**src/rtl/updown_mod_counter.sv**
```systemverilog
// ---------------------------------------------------------------------------
// updown_mod_counter
//   Up/down event/timer counter with a runtime-programmable inclusive upper
//   limit, parallel load, wrap-or-saturate behaviour at the limits, a
//   registered one-cycle terminal-count pulse and a sticky overflow flag.
//
// Parameters
//   WIDTH     : width of count, load_val and max_val (>= 2)
//   RESET_VAL : count value after reset
//   SATURATE  : 0 = wrap at the limits, 1 = hold at the limits
//
// Ports
//   clk       in   rising-edge clock for all state
//   rst       in   synchronous active-high reset, overrides everything
//   en        in   count enable, one step per cycle
//   up        in   step direction when en (1 = increment, 0 = decrement)
//   load      in   parallel load request, takes priority over en
//   load_val  in   value written on load (not clamped to max_val)
//   max_val   in   inclusive upper limit, used combinationally every cycle
//   ovf_clr   in   clears ovf unless a limit event occurs in the same cycle
//   count     out  registered counter value
//   tc        out  registered pulse, high the cycle after a limit event
//   ovf       out  sticky limit-event flag
//   zero      out  combinational count == 0
// ---------------------------------------------------------------------------
module updown_mod_counter #(
  parameter int unsigned            WIDTH     = 8,
  parameter logic [WIDTH-1:0]       RESET_VAL = '0,
  parameter bit                     SATURATE  = 1'b0
) (
  input  logic             clk,
  input  logic             rst,
  input  logic             en,
  input  logic             up,
  input  logic             load,
  input  logic [WIDTH-1:0] load_val,
  input  logic [WIDTH-1:0] max_val,
  input  logic             ovf_clr,
  output logic [WIDTH-1:0] count,
  output logic             tc,
  output logic             ovf,
  output logic             zero
);

  localparam logic [WIDTH-1:0] ONE = {{(WIDTH-1){1'b0}}, 1'b1};

  logic [WIDTH-1:0] count_q, count_d;
  logic             tc_q, tc_d;
  logic             ovf_q, ovf_d;
  logic             limit_evt;

  always_comb begin
    count_d   = count_q;
    limit_evt = 1'b0;

    if (load) begin
      count_d = load_val;
    end else if (en) begin
      if (up) begin
        // A count loaded above the limit is treated as being at the limit,
        // so the increment can never step past max_val (even all-ones).
        if (count_q >= max_val) begin
          limit_evt = 1'b1;
          count_d   = SATURATE ? max_val : '0;
        end else begin
          count_d = count_q + ONE;
        end
      end else begin
        // Counting down from above the limit first pulls the count back
        // into range; that resync is not a limit event.
        if (count_q > max_val) begin
          count_d = max_val;
        end else if (count_q == '0) begin
          limit_evt = 1'b1;
          count_d   = SATURATE ? '0 : max_val;
        end else begin
          count_d = count_q - ONE;
        end
      end
    end

    tc_d  = limit_evt;
    // Setting wins over a simultaneous clear so no event is lost.
    ovf_d = limit_evt | (ovf_q & ~ovf_clr);
  end

  always_ff @(posedge clk) begin
    if (rst) begin
      count_q <= RESET_VAL;
      tc_q    <= 1'b0;
      ovf_q   <= 1'b0;
    end else begin
      count_q <= count_d;
      tc_q    <= tc_d;
      ovf_q   <= ovf_d;
    end
  end

  assign count = count_q;
  assign tc    = tc_q;
  assign ovf   = ovf_q;
  assign zero  = (count_q == '0);

endmodule

```
**config.mk**
```make
export PLATFORM = sky130hd
export DESIGN_NAME = updown_mod_counter
export DESIGN_NICKNAME = d
export VERILOG_FILES = /design/src/rtl/updown_mod_counter.sv
export SDC_FILE = /design/constraint.sdc
export NUM_CORES = 1
export LEC_CHECK = 0
export ABC_AREA = 1
export CAP_MARGIN = 20
export CORE_MARGIN = 2
export CORE_UTILIZATION = 45
export CTS_CLUSTER_SIZE = 25
export DETAILED_ROUTE_END_ITERATION = 10
export GPL_TIMING_DRIVEN = 0
export PLACE_DENSITY = 0.77
export SLEW_MARGIN = 20
export SYNTH_ARGS = -nofsm -noshare
export SYNTH_HDL_FRONTEND = slang
export SYNTH_SLANG_ARGS = --single-unit
```
**constraint.sdc**
```tcl
create_clock -name clk -period 2.2 [get_ports clk]
set_clock_uncertainty 0.15 [all_clocks]
set_input_delay 0.66 -clock clk [delete_from_list [all_inputs] [get_ports clk]]
set_output_delay 0.66 -clock clk [all_outputs]
set_load 0.01 [all_outputs]
```
==> out/results.tsv, run 1 <==
stage	metric	value	unit
die	# rows	19	
cts	CTS Sinks	10	
cells_and_area	number of fill cells in the layout	266	
placement	Final HPWL DP	2.54	mm
power	switching share of power	44.6	%
cells_and_area	share of cells above drive strength 1	25.2	%
timing	min cycle time layout	2.14	ns
yosys	Cell Area, Synth	1320	um^2
yosys	Synth Area in Simple Gates	44.9	%
worst_setup_path	startpoint types	flop	
global_route	largest net degree at the start of global routing	11	
drt	First-pass DRT Iterations	4	
cells_and_area	storage element area	211	um^2
worst_setup_path	worst path cell trace	buf_4 -> clkdlybuf4s50_1	
yosys	mux share of post-synthesis cell area	0	%
cells_and_area	Area growth, synth to finish	41.5	%
power	VDD IR-drop max	346	uV
power	Internal	503	uW
drt	post-route ant nets	0	
global_route	Total GRT Usage	23.3	%
global_route	GRT Residual Overflow	0	
yosys	number of synthesized flops with an enable pin	0	
die	die area	3390	um^2
yosys	ys async rst share	0	%
timing	Hold Vio Cnt, Final	0	
power	Lkg Pwr	0.000923	uW
worst_hold_path	Worst Hold Depth	2	
cts	Clock Tree Root	clkbuf_4	
drt	DR vias	1577	
worst_hold_path	Hold Crit Class	flop to flop	
yosys	Synth Area in Compound Gates	12.7	%
global_route	first-pass GRT wire length	6.18	mm
yosys	largest family of logic cells by synthesized area	simple AND/OR/NAND/NOR gates	
drt	WL/cell	12.4	um
worst_setup_path	max incr delay on CP	0.54	ns
global_route	vias in the first global route	1417	
drt	1st-iter DRT viols	66	
yosys	Yosys cell types	32	
power	Tot Pwr	908	uW
yosys	Synth Flop Type	dfxtp_1	
power	Logic pwr share	60.9	%
timing	Slew HR	60.7	%
yosys	synth top area cells	nand2_1 24%, dfxtp_1 15%, ha_1 10%	
power	Net Switching	405	uW
worst_setup_path	CP Max Fanout	6	
placement	RePlAce Congestion	0.882	
worst_setup_path	Crit Path Category	flop to output port	
yosys	post-synthesis sequential area ratio	15.1	%
worst_setup_path	Worst Path Arrival	1.33	ns
drt	WL final	3.74	mm
cts	H-tree levels	1	
yosys	synthesized area per cell	5.78	um^2
yosys	Syn. warnings	0	
die	width of the die	58.2	um
yosys	Synth Instances	229	
yosys	syn_nets	262	
outcome	status	completed	
cells_and_area	NumNets Final	305	
timing	Final period util	97.3	%
power	power share of the clock group	14.2	%
cts	CTS Buf Count	3	
yosys	flops & latches, synth	10	
worst_setup_path	r2r worst-path depth	15	
timing	final setup vio count	0	
flow_run	Max Cap Viol	0	
worst_setup_path	CP max-delay cell	clkdlybuf4s50_1	
die	Core ar.	2780	um^2
yosys	Synth Area in XOR/XNOR	5.29	%
global_route	antenna violations before repair	0	
drt	DRC errors left	0	
timing	final worst setup slack	0.0605	ns
timing	Slew @ Worst Pin	0.590	ns
yosys	Synth top area share	24.1	%
cells_and_area	antenna diode instance count	0	
power	power density cells	485	nW/um^2
die	Starting Density	47.6	%
placement	DP Worst Slack	-0.807	ns
cts	CTS clk-pin slew, worst paths	0.07	ns
timing	Max Freq	467	MHz
cts	# hold bufs at CTS	0	
cts	Clock Latency Late Sink	0.26	ns
worst_setup_path	required time of the critical path	1.39	ns
yosys	Post-Synth Adder-Cell Area	10.4	%
worst_setup_path	CP endpoint kind	output port	
drt	via/cell ratio	5.24	
timing	Slew Limit Fails	0	
placement	PortBufs	30	
power	part of the power in registers	24.9	%
die	Top-Level Pins	33	
cells_and_area	area of the multi-input gates	1150	um^2
die	Die Ht	58.2	um
cts	CTS tree	yes	
cts	CTS max path bufs	2	
yosys	Synth area leader	nand2_1	
==> layout make-up <==
type	count	area share (%)
multi-input combinational	190	61.2
timing repair buffer	36	16.6
clock buffer	3	1.20
inverter	25	5.41
buffer	6	2.27
tap	31	2.07
sequential	10	11.3
==> sequential cells by signal (all words and copies together), names as in the netlist <==
name   flops
count      8
ovf        1
tc         1
==> synthesized netlist by cell type, types with 2 or more instances <==
library cell	n
dfxtp_1	10
a21oi_2	6
nand2_2	2
nor2_1	33
nand3_1	14
o21ai_1	3
ha_1	11
nor3_1	2
buf_6	2
nand2_4	2
o21ai_0	2
xor2_1	7
inv_1	20
inv_2	4
nand2_1	85
a21oi_1	10
==> metrics by stage <==
step	util, %	cells	hold slack (ns)	TNS, ns	area (um^2)
5_1_grt	67.3	301	0.379	-0.00868	1870
3_5_place_dp	59.8	290	0.321	-8.20	1660
6_report	67.3	301	0.340	0	1870
3_3_place_gp	59.8	290	0.325	-8.02	1660
4_1_cts	66.8	300	0.340	-0.0300	1860
2_1_floorplan	-	229	0.349	0	1320
==> logic make-up (layout without fill, tap and decap cells) <==
kind of cell | after synthesis | after routing
AND/OR/NAND/NOR | 142 | 145
adder cells (fa/ha/maj) | 11 | 11
buffers and inverters | 32 | 70
AO/OA/AOI/OAI | 26 | 26
XOR/XNOR | 8 | 8
flip-flops | 10 | 10
==> metal layers <==
layer | track usage (%) | vias to the layer above | part of all wire (%)
met3 | 1.56 | 11 | 5.2
li1 | - | 807 | -
met4 | 5.65 | 0 | 1.6
met2 | 40.9 | 70 | 46
met1 | 31.0 | 689 | 47
met5 | 0 | - | 0
==> worst max-delay path, delay by kind of cell (launching register included) <==
kind | cells | cell delay [ns]
buf+inv | 2 | 0.70
flops | 1 | 0.36
==> what timing repair did <==
action / 4_1_cts / 5_1_grt
hold endpoints to repair: 0 / 0
gates cloned: 3 / 0
pin swaps: 11 / 11
buffers inserted: 4 / 2
gates resized for setup: 47 / 20
endpoints found under the setup margin: 13 / 11
==> power groups by stage <==
| stage | Combinational (uW) | Clock, uW | Sequential [uW] |
|---|---|---|---|
| after floorplan | 321 | 0 | 227 |
| final | 553 | 129 | 226 |
| after detailed placement | 465 | 0 | 227 |
| after global routing | 615 | 142 | 228 |
| after CTS | 533 | 132 | 223 |
| after global placement | 459 | 0 | 227 |
==> final timing paths <==
path	to	start	slack [ns]
min reg2reg	ovf	ovf	0.34
min	ovf	ovf	0.34
max	count[1]	count[1]	0.06
max reg2reg	count[0]	count[1]	0.17
==> cell usage in the layout, fill, tap and decap left out, drive strengths merged, types with 6 or more instances in the layout <==
cell | Yosys | layout
nand2 | 89 | 92
nor2 | 35 | 35
inv | 25 | 25
clkdlybuf4s50 | 0 | 21
a21oi | 16 | 16
nand3 | 14 | 14
buf | 6 | 13
ha | 11 | 11
clkbuf | 1 | 10
dfxtp | 10 | 10
xor2 | 7 | 7
o21ai | 6 | 6
(Power assumes the default switching activity.)
==> run 2: changes to the inputs <==
Settings changed: REMOVE_ABC_BUFFERS set to 1.
==> run 2 against run 1 <==
Worst setup slack gained 0.0033 ns; routed wire length is 3.2% lower; critical path depth decreased by 1; via count fell by 3.4%; critical endpoint is now count[2]; highest routed layer unchanged.
==> out/results.tsv, run 2 (synthesis results as in run 1) <==
stage	metric	value	unit	change
worst_setup_path	crit-path leading delay family	buffers and inverters		
cts	CTS Buf Count	3		unchanged
cells_and_area	commonest non-fill, non-tap cell in the layout	nand2_1		
die	Starting Density	47.6	%	unchanged
die	Top-Level Pins	33		unchanged
cts	Clock Latency Late Sink	0.27	ns	about the same
cells_and_area	most frequent cells in the layout	78 x nand2_1, 30 x nor2_1, 23 x clkdlybuf4s50_1		
worst_hold_path	Hold Crit Class	flop to flop		
power	Lkg Pwr	0.000926	uW	+0.31%
cells_and_area	Area growth, synth to finish	41.5	%	unchanged
drt	via/cell ratio	5.11		-2.5%
die	width of the die	58.2	um	unchanged
drt	DR vias	1523		-3.4%
global_route	vias in the first global route	1328		-6.3%
worst_setup_path	CP max-delay cell	clkdlybuf4s50_1		
worst_setup_path	Worst Setup EP	count[2]		
timing	min cycle time layout	2.14	ns	-0.00332 ns
worst_setup_path	worst path cell trace	clkdlybuf4s50_1		
cts	CTS tree	yes		
placement	PortBufs	32		+6.7%
cells_and_area	max FFs per register	8		unchanged
worst_setup_path	max incr delay on CP	0.58	ns	+0.04 ns
worst_setup_path	Worst Path Buf+Inv	1		-1
timing	Slew @ Worst Pin	0.498	ns	-0.0917 ns
power	power density cells	505	nW/um^2	+4.2%
global_route	GRT Max-Usage Layer	met2		
flow_run	Max Cap Viol	0		unchanged
die	# rows	19		unchanged
cts	CTS Sinks	10		unchanged
global_route	met2 usage	36.7	%	-4.2 points
die	Die Ht	58.2	um	unchanged
global_route	first-pass GRT wire length	5.93	mm	-3.9%
worst_setup_path	r2r worst-path depth	15		unchanged
cts	# hold bufs at CTS	0		unchanged
outcome	status	completed		
timing	Worst Hold Margin	0.332	ns	-0.00785 ns
die	die area	3390	um^2	unchanged
drt	WL final	3.62	mm	-3.2%
worst_setup_path	slack of the worst reg-to-reg path	0.16	ns	about the same
timing	Final period util	97.1	%	-0.15 points
cells_and_area	area of the multi-input gates	1140	um^2	-0.22%
timing	final setup vio count	0		unchanged
drt	post-route ant nets	0		unchanged
worst_setup_path	CP Max Fanout	10		+4
timing	Hold Vio Cnt, Final	0		unchanged
cells_and_area	storage element area	215	um^2	+1.8%
cts	CTS max path bufs	2		unchanged
cts	H-tree levels	1		unchanged
cells_and_area	antenna diode instance count	0		unchanged
placement	Final HPWL DP	2.42	mm	-4.8%
drt	WL/cell	12.1	um	-2.2%
drt	DRC errors left	0		unchanged
cells_and_area	number of fill cells in the layout	267		+0.38%
global_route	GRT Residual Overflow	0		unchanged
timing	Slew Limit Fails	0		unchanged
cells_and_area	share of cells above drive strength 1	26.6	%	+1.4 points
worst_setup_path	required time of the critical path	1.39	ns	about the same
cts	CTS clk-pin slew, worst paths	0.07	ns	about the same
placement	dpl cells	285		-1.7%
worst_setup_path	CP endpoint kind	output port		
worst_setup_path	r2r endpoint	count[6]		
worst_hold_path	Worst Hold Depth	2		unchanged
worst_setup_path	Crit path depth	1		-1
worst_setup_path	startpoint types	flop		
global_route	met3 Use GR	4.69	%	+3.1 points
global_route	largest net degree at the start of global routing	16		+5
placement	RePlAce Congestion	0.826		-6.3%
drt	1st-iter DRT viols	57		-14%
cells_and_area	NumNets Final	301		-1.3%
worst_setup_path	Worst Path Arrival	1.33	ns	about the same
timing	Max Freq	468	MHz	+0.16%
cts	Clock Tree Root	clkbuf_4		
timing	Slew HR	66.7	%	+6.0 points
global_route	antenna violations before repair	0		unchanged
worst_setup_path	CP startpoint	count[2]		
drt	First-pass DRT Iterations	4		unchanged
global_route	Total GRT Usage	22.3	%	-1.0 points
die	Core ar.	2780	um^2	unchanged
worst_setup_path	worst r2r src	count[1]		
worst_setup_path	Crit Path Category	flop to output port		
global_route	met1 GRT Util	31.3	%	+0.27 points
power	VDD IR-drop max	518	uV	+50%
cells_and_area	Layout Cells excl Fill	298		-1.0%
-- run 2: metrics by stage --
stage | setup TNS [ns] | cell area, um^2 | utilization, % | setup slack, ns | total power, uW
floorplan | 0 | 1270 | - | 0.0590 | 523
global placement | -7.73 | 1630 | 58.4 | -0.761 | 662
detailed placement | -7.84 | 1630 | 58.4 | -0.775 | 667
CTS | -0.00348 | 1790 | 64.4 | -0.00237 | 892
global route | -0.0391 | 1870 | 67.3 | -0.0186 | 1030
finish | 0 | 1870 | 67.3 | 0.0638 | 946
-- run 2: timing repair --
action	CTS	global route
endpoints found under the setup margin	16	11
cloned	2	0
setup buffers	3	4
pin swaps	5	7
gates resized for setup	48	28
-- run 2: routing by layer --
layer	share of wire, %	vias up
li1	-	798
met1	46	670
met2	47	51
met3	6.3	4
met4	0.91	0
met5	0	-
-- run 2: worst min-delay path by stage --
stage,startpoint,end,slack [ns]
3_3_place_gp,ovf,ovf,0.33
3_5_place_dp,ovf,ovf,0.33
2_1_floorplan,ovf,ovf,0.35
5_1_grt,ovf,ovf,0.37
4_1_cts,ovf,ovf,0.34
6_report,ovf,ovf,0.33
-- run 2: final cells by class --
cell class              count  share of cell area [%]
flip-flops and latches     10                    11.5
repair buffers             39                    18.0
clock buffers               4                    1.94
multi-input cells         189                    61.1
inverters                  25                    5.41
well taps                  31                    2.07
-- run 2: report_power, final --
part / total, uW / switching (uW) / internal, uW / leakage, uW
sequential: 239 / 39.9 / 199 / 0.0000857
clock: 170 / 69.3 / 101 / 0.0000210
combinational: 537 / 295 / 242 / 0.000819
total: 946 / 405 / 541 / 0.000926
==> variant 1, RTL diff (flow settings as in run 1) <==
`SATURATE`: 1'b0 -> 1'b1.
--- a/src/rtl/updown_mod_counter.sv
+++ b/src/rtl/updown_mod_counter.sv
@@ -28,3 +28,3 @@
   parameter logic [WIDTH-1:0]       RESET_VAL = '0,
-  parameter bit                     SATURATE  = 1'b0
+  parameter bit                     SATURATE  = 1'b1
 ) (
Check against the original RTL: not equivalent (Yosys sat finds a counterexample within 4 cycles, from zero or initial values and one cycle with rst high).
==> variant 1 against run 1 <==
- sequential cell count did not move
- cell area up 9.4%
- total power is 1.3% higher
- register-to-register slack got worse by 90 ps
- die area shrank 2.1%
- routed wire length is 12% higher
- setup slack worse by 58 ps
- cell count increased by 0.33%
- area after synthesis fell by 2.3%
- critical endpoint is now count[5]$_SDFFE_PP0P_
- largest cell class unchanged
- largest power group unchanged
- highest routed layer unchanged
==> variant 1: results (changes against run 1) <==
| Metric | Value |
|---|---|
| Status | `completed (unchanged)` |
| Global routing met2 resource utilization | `42.69% (was 40.91%)` |
| HPWL after DPL | `2696 µm (was 2542 µm)` |
| Seq/total area | `10.62% (was 11.29%)` |
| Max FFs per register | `8 (unchanged)` |
| Number of DRC markers in iteration 0 | `85 (was 66)` |
| Clock Tree Root | `clkbuf_4 (unchanged)` |
| Largest net degree at the start of global routing | `11 (unchanged)` |
| Met1 GRT Util | `35.17% (was 31.03%)` |
| Cell Area, Placed | `1643 µm² (was 1663 µm²)` |
| Clk slew on worst S/H paths | `70 ps (about the same)` |
| # clk buffers | `4 (was 3)` |
| Fraction of layout cells with a size suffix above 1 | `35.79% (was 25.19%)` |
| Netlist cell types | `30 (was 32)` |
| Initial antenna violation count | `0 (unchanged)` |
| Global Route met3 Usage | `1.563% (unchanged)` |
| Slew @ Worst Pin | `467.3 ps (was 590.2 ps)` |
| Non-Clock Buffer Count | `63 (was 42)` |
| Clk tree area frac | `1.770% (was 1.202%)` |
| Post-Place Worst Slack | `-715.8 ps (was -806.9 ps)` |
| Max stage delay cell, worst path | `ha_4 (was clkdlybuf4s50_1)` |
| Total GRT Usage | `25.27% (was 23.31%)` |
| Synth top area cells | `nand2_1, dfxtp_1, ha_1 (unchanged)` |
| # H-tree levels | `1 (unchanged)` |
| Synth cell count leaders | `nand2_1, inv_1, nand3_1 (was nand2_1, nor2_1, inv_1)` |
| Fin area | `2049 µm² (was 1873 µm²)` |
| Syn_nets | `245 (was 262)` |
| Delay-heaviest family, CP | `simple AND/OR/NAND/NOR gates (was buffers and inverters)` |
| CTS buffer count | `3 (unchanged)` |
| Comb_multi_in | `165 (was 190)` |
| Vias in the first global route | `1421 (was 1417)` |
| Drt first pass iters | `4 (unchanged)` |
| Synth Flop Type | `dfxtp_1 (unchanged)` |
| Warning count from the yosys run | `0 (unchanged)` |
| Ys async rst share | `0% (unchanged)` |
| Filler cells | `219 (was 266)` |
| GP Congestion | `0.8912 (was 0.8818)` |
| HP Class | `register to register (unchanged)` |
| Layout Nets | `305 (unchanged)` |
| First-pass GRT wire length | `6589 µm (was 6175 µm)` |
| ANT cells | `0 (unchanged)` |
| Via count | `1584 (was 1577)` |
| Syn-to-layout area delta | `58.41% (was 41.49%)` |
| Seq/Total Area, Yosys | `15.47% (was 15.12%)` |
| Non-clock inverters | `29 (was 25)` |
| Clk Latency, worst-skew pair | `260 ps (about the same)` |
| Fraction of area in multi-input gates | `53.42% (was 61.19%)` |
| Worst path arrival time | `2190 ps (was 1330 ps)` |
| Slowest Stage Delay on Critical Path | `270 ps (was 540 ps)` |
| Post-Route WL | `4202 µm (was 3740 µm)` |
| Seq cells | `10 (unchanged)` |
| LEAKAGE | `0.9973 nW (was 0.9226 nW)` |
| Worst-path fanout max | `5 (was 6)` |
| # setup viols final | `0 (unchanged)` |
| VDD IR max | `0.5553 mV (was 0.3462 mV)` |
| Data buffer area share | `26.86% (was 18.84%)` |
| Port Buffers | `31 (was 30)` |
| Clock Path Buffers | `2 (unchanged)` |
## variant 1: worst min-delay path, stage by stage (launching register included)
cell,delay (ps)
dfxtp_1,310
inv_1,40
o32ai_1,70
## variant 1: timing repair
item / in CTS / in global routing
cloned: 2 / 0
pin swaps: 20 / 23
resized for setup: 62 / 27
setup buffers: 20 / 2
setup endpoints to repair: 11 / 11
## variant 1: where the power goes
part / total (mW) / leakage [nW] / switching (mW) / internal (mW)
Clock: 0.164 / 0.0210 / 0.0634 / 0.100
Combinational: 0.535 / 0.890 / 0.283 / 0.252
Sequential: 0.221 / 0.0860 / 0.0243 / 0.196
## variant 1: cells by family after synthesis
| kind of cell | count (synthesis) | share of synthesized area [%] |
|---|---|---|
| AO/OA/AOI/OAI | 29 | 14.22 |
| XOR/XNOR | 7 | 4.739 |
| adder cells (fa/ha/maj) | 11 | 10.64 |
| buffers and inverters | 37 | 13.06 |
| flip-flops | 10 | 15.47 |
| AND/OR/NAND/NOR | 118 | 41.88 |
## variant 1: through the flow
step | instances | power [mW]
after floorplan | 212 | 0.4887
after global placement | 274 | 0.6189
after detailed placement | 274 | 0.6221
after CTS | 300 | 0.8668
after global routing | 302 | 0.9799
final | 302 | 0.9196
## variant 1: worst paths after layout
path / from / endpoint / slack [ps] / depth (start not counted)
setup / recovery: max_val[7] / count[5]$_SDFFE_PP0P_ / 3 / 14
hold / removal: ovf$_SDFF_PP0_ / ovf$_SDFF_PP0_ / 330 / 2
setup reg to reg: count[4]$_SDFFE_PP0P_ / count[5]$_SDFFE_PP0P_ / 80 / 13
hold reg to reg: ovf$_SDFF_PP0_ / ovf$_SDFF_PP0_ / 330 / 2
## variant 1: per-layer routing
layer	share of wire, %	wire, µm
met1	45	1872
met2	48	2033
met3	4.9	206
met4	2.1	90
met5	0	0
==> variant 2, RTL diff (flow settings as in run 1) <==
Made on the original files. Register the output `count` once more, cleared by the reset; this adds one clock of latency there. The other outputs are not delayed to match. Comments in the files are not updated.
--- a/src/rtl/updown_mod_counter.sv
+++ b/src/rtl/updown_mod_counter.sv
@@ -98,3 +98,9 @@
 
-  assign count = count_q;
+  always_ff @(posedge clk) begin
+    if (rst) begin
+      count <= '0;
+    end else begin
+      count <= count_q;
+    end
+  end
   assign tc    = tc_q;
Formal check against the unedited RTL: not equivalent (Yosys sat finds a counterexample within 4 cycles, from zero or initial values and one cycle with rst high).
==> variant 2 against run 1 <==
- total power grew 27%
- routed wire length grew 16%
- via count is 3.4% higher
- cell area is 20% higher
- area after synthesis is 8.7% higher
- setup slack got worse by 11 ps
- sequential cell count increased by 8
==> variant 2: results (changes against run 1) <==
| Metric | Value |
|---|---|
| Slowest Stage Delay on Critical Path | `360 ps (was 540 ps)` |
| Comb_multi_in | `168 (was 190)` |
| Netlist cell types | `29 (was 32)` |
| R2R cell count | `13 (was 15)` |
| Slew @ Worst Pin | `451.8 ps (was 590.2 ps)` |
| Syn_nets | `257 (was 262)` |
| Post-Route M1 WL | `1727 µm (was 1761 µm)` |
| Fraction of layout cells with a size suffix above 1 | `33.21% (was 25.19%)` |
| VDD IR max | `0.3823 mV (was 0.3462 mV)` |
| Delay-heaviest family, CP | `simple AND/OR/NAND/NOR gates (was buffers and inverters)` |
| Via count | `1631 (was 1577)` |
| Status | `completed (unchanged)` |
| Synth top area cells | `dfxtp_1, nand2_1, ha_1 (was nand2_1, dfxtp_1, ha_1)` |
| Global Route met3 Usage | `5.117% (was 1.563%)` |
| Sequential Area | `371.6 µm² (was 211.5 µm²)` |
| Layout Nets | `315 (was 305)` |
| Clk slew on worst S/H paths | `90 ps (was 70 ps)` |
| Non-clock inverters | `33 (was 25)` |
| Filler cells | `241 (was 266)` |
| Seq/Total Area, Yosys | `25.04% (was 15.12%)` |
| First-pass GRT wire length | `6582 µm (was 6175 µm)` |
| GP Congestion | `0.8974 (was 0.8818)` |
| Wire length on met2 | `2142 µm (was 1721 µm)` |
| # clock sinks | `18 (was 10)` |
| Drt first pass iters | `5 (was 4)` |
| HPWL after DPL | `2602 µm (was 2542 µm)` |
| Fraction of area in multi-input gates | `50.84% (was 61.19%)` |
| WL met3 | `318 µm (was 196 µm)` |
| Clock net power | `0.157 mW (was 0.129 mW)` |
| Total GRT Usage | `23.69% (was 23.31%)` |
| Port Buffers | `31 (was 30)` |
| Met1 GRT Util | `28.55% (was 31.03%)` |
| Routed len/inst | `13.35 µm (was 12.43 µm)` |
| Seq pwr | `0.393 mW (was 0.226 mW)` |
| Worst r2r src | `count_q[0]$_SDFFE_PP0P_ (was count[1]$_SDFFE_PP0P_)` |
| Worst-path fanout max | `7 (was 6)` |
| Reg2reg setup slack | `110 ps (was 170 ps)` |
| Synth cell count leaders | `nand2_1, inv_1, nor2_1 (was nand2_1, nor2_1, inv_1)` |
| ANT cells | `0 (unchanged)` |
| Max stage delay cell, worst path | `dfxtp_1 (was clkdlybuf4s50_1)` |
## variant 2: repair_timing
action | CTS | global route
pin swaps | 19 | 19
setup endpoints to repair | 11 | 11
hold buffers | 0 | 0
gates resized for setup | 45 | 35
setup buffers | 18 | 4
cloned | 0 | 0
## variant 2: cell families after synthesis
kind of cell,Yosys count,synth area share (%)
AOI/OAI and AO/OA,21,7.913
and+or+nand+nor,127,40.78
adders and majority gates,11,9.565
buffers and inverters,38,11.22
xor gates and xnor gates,9,5.479
DFF,18,25.04
## variant 2: worst reg2reg max path, delay by kind of cell (launching register included)
kind | cells | cell delay [ps]
buf+inv | 4 | 480
compound gates | 1 | 130
simple gates | 7 | 570
fa+ha+maj | 1 | 280
flops | 1 | 400
## variant 2: how the worst max path moves through the flow
stage                                          to                     from  cells past startpoint  slack [ps]
after floorplan           count_q[5]$_SDFFE_PP0P_               max_val[7]                     13          70
after global placement    count_q[5]$_SDFFE_PP0P_               max_val[7]                     14        -650
after detailed placement  count_q[5]$_SDFFE_PP0P_               max_val[7]                     14        -670
after CTS                                    zero  count_q[0]$_SDFFE_PP0P_                      6         -20
after global routing      count_q[4]$_SDFFE_PP0P_  count_q[0]$_SDFFE_PP0P_                     17         -30
final                                        zero  count_q[2]$_SDFFE_PP0P_                      6          50
## variant 2: metrics by stage
step	std cells	instance area (µm²)	hold WS [ps]	setup slack, ps	setup TNS, ps
after global routing	324	2242	352.1	-26.25	-41.35
after floorplan	224	1439	337.1	74.09	0
after CTS	320	2105	324.5	-20.50	-20.50
final	324	2242	319.1	49.73	0
after detailed placement	299	1804	310.4	-670.7	-6293
after global placement	299	1804	309.8	-652.1	-6119
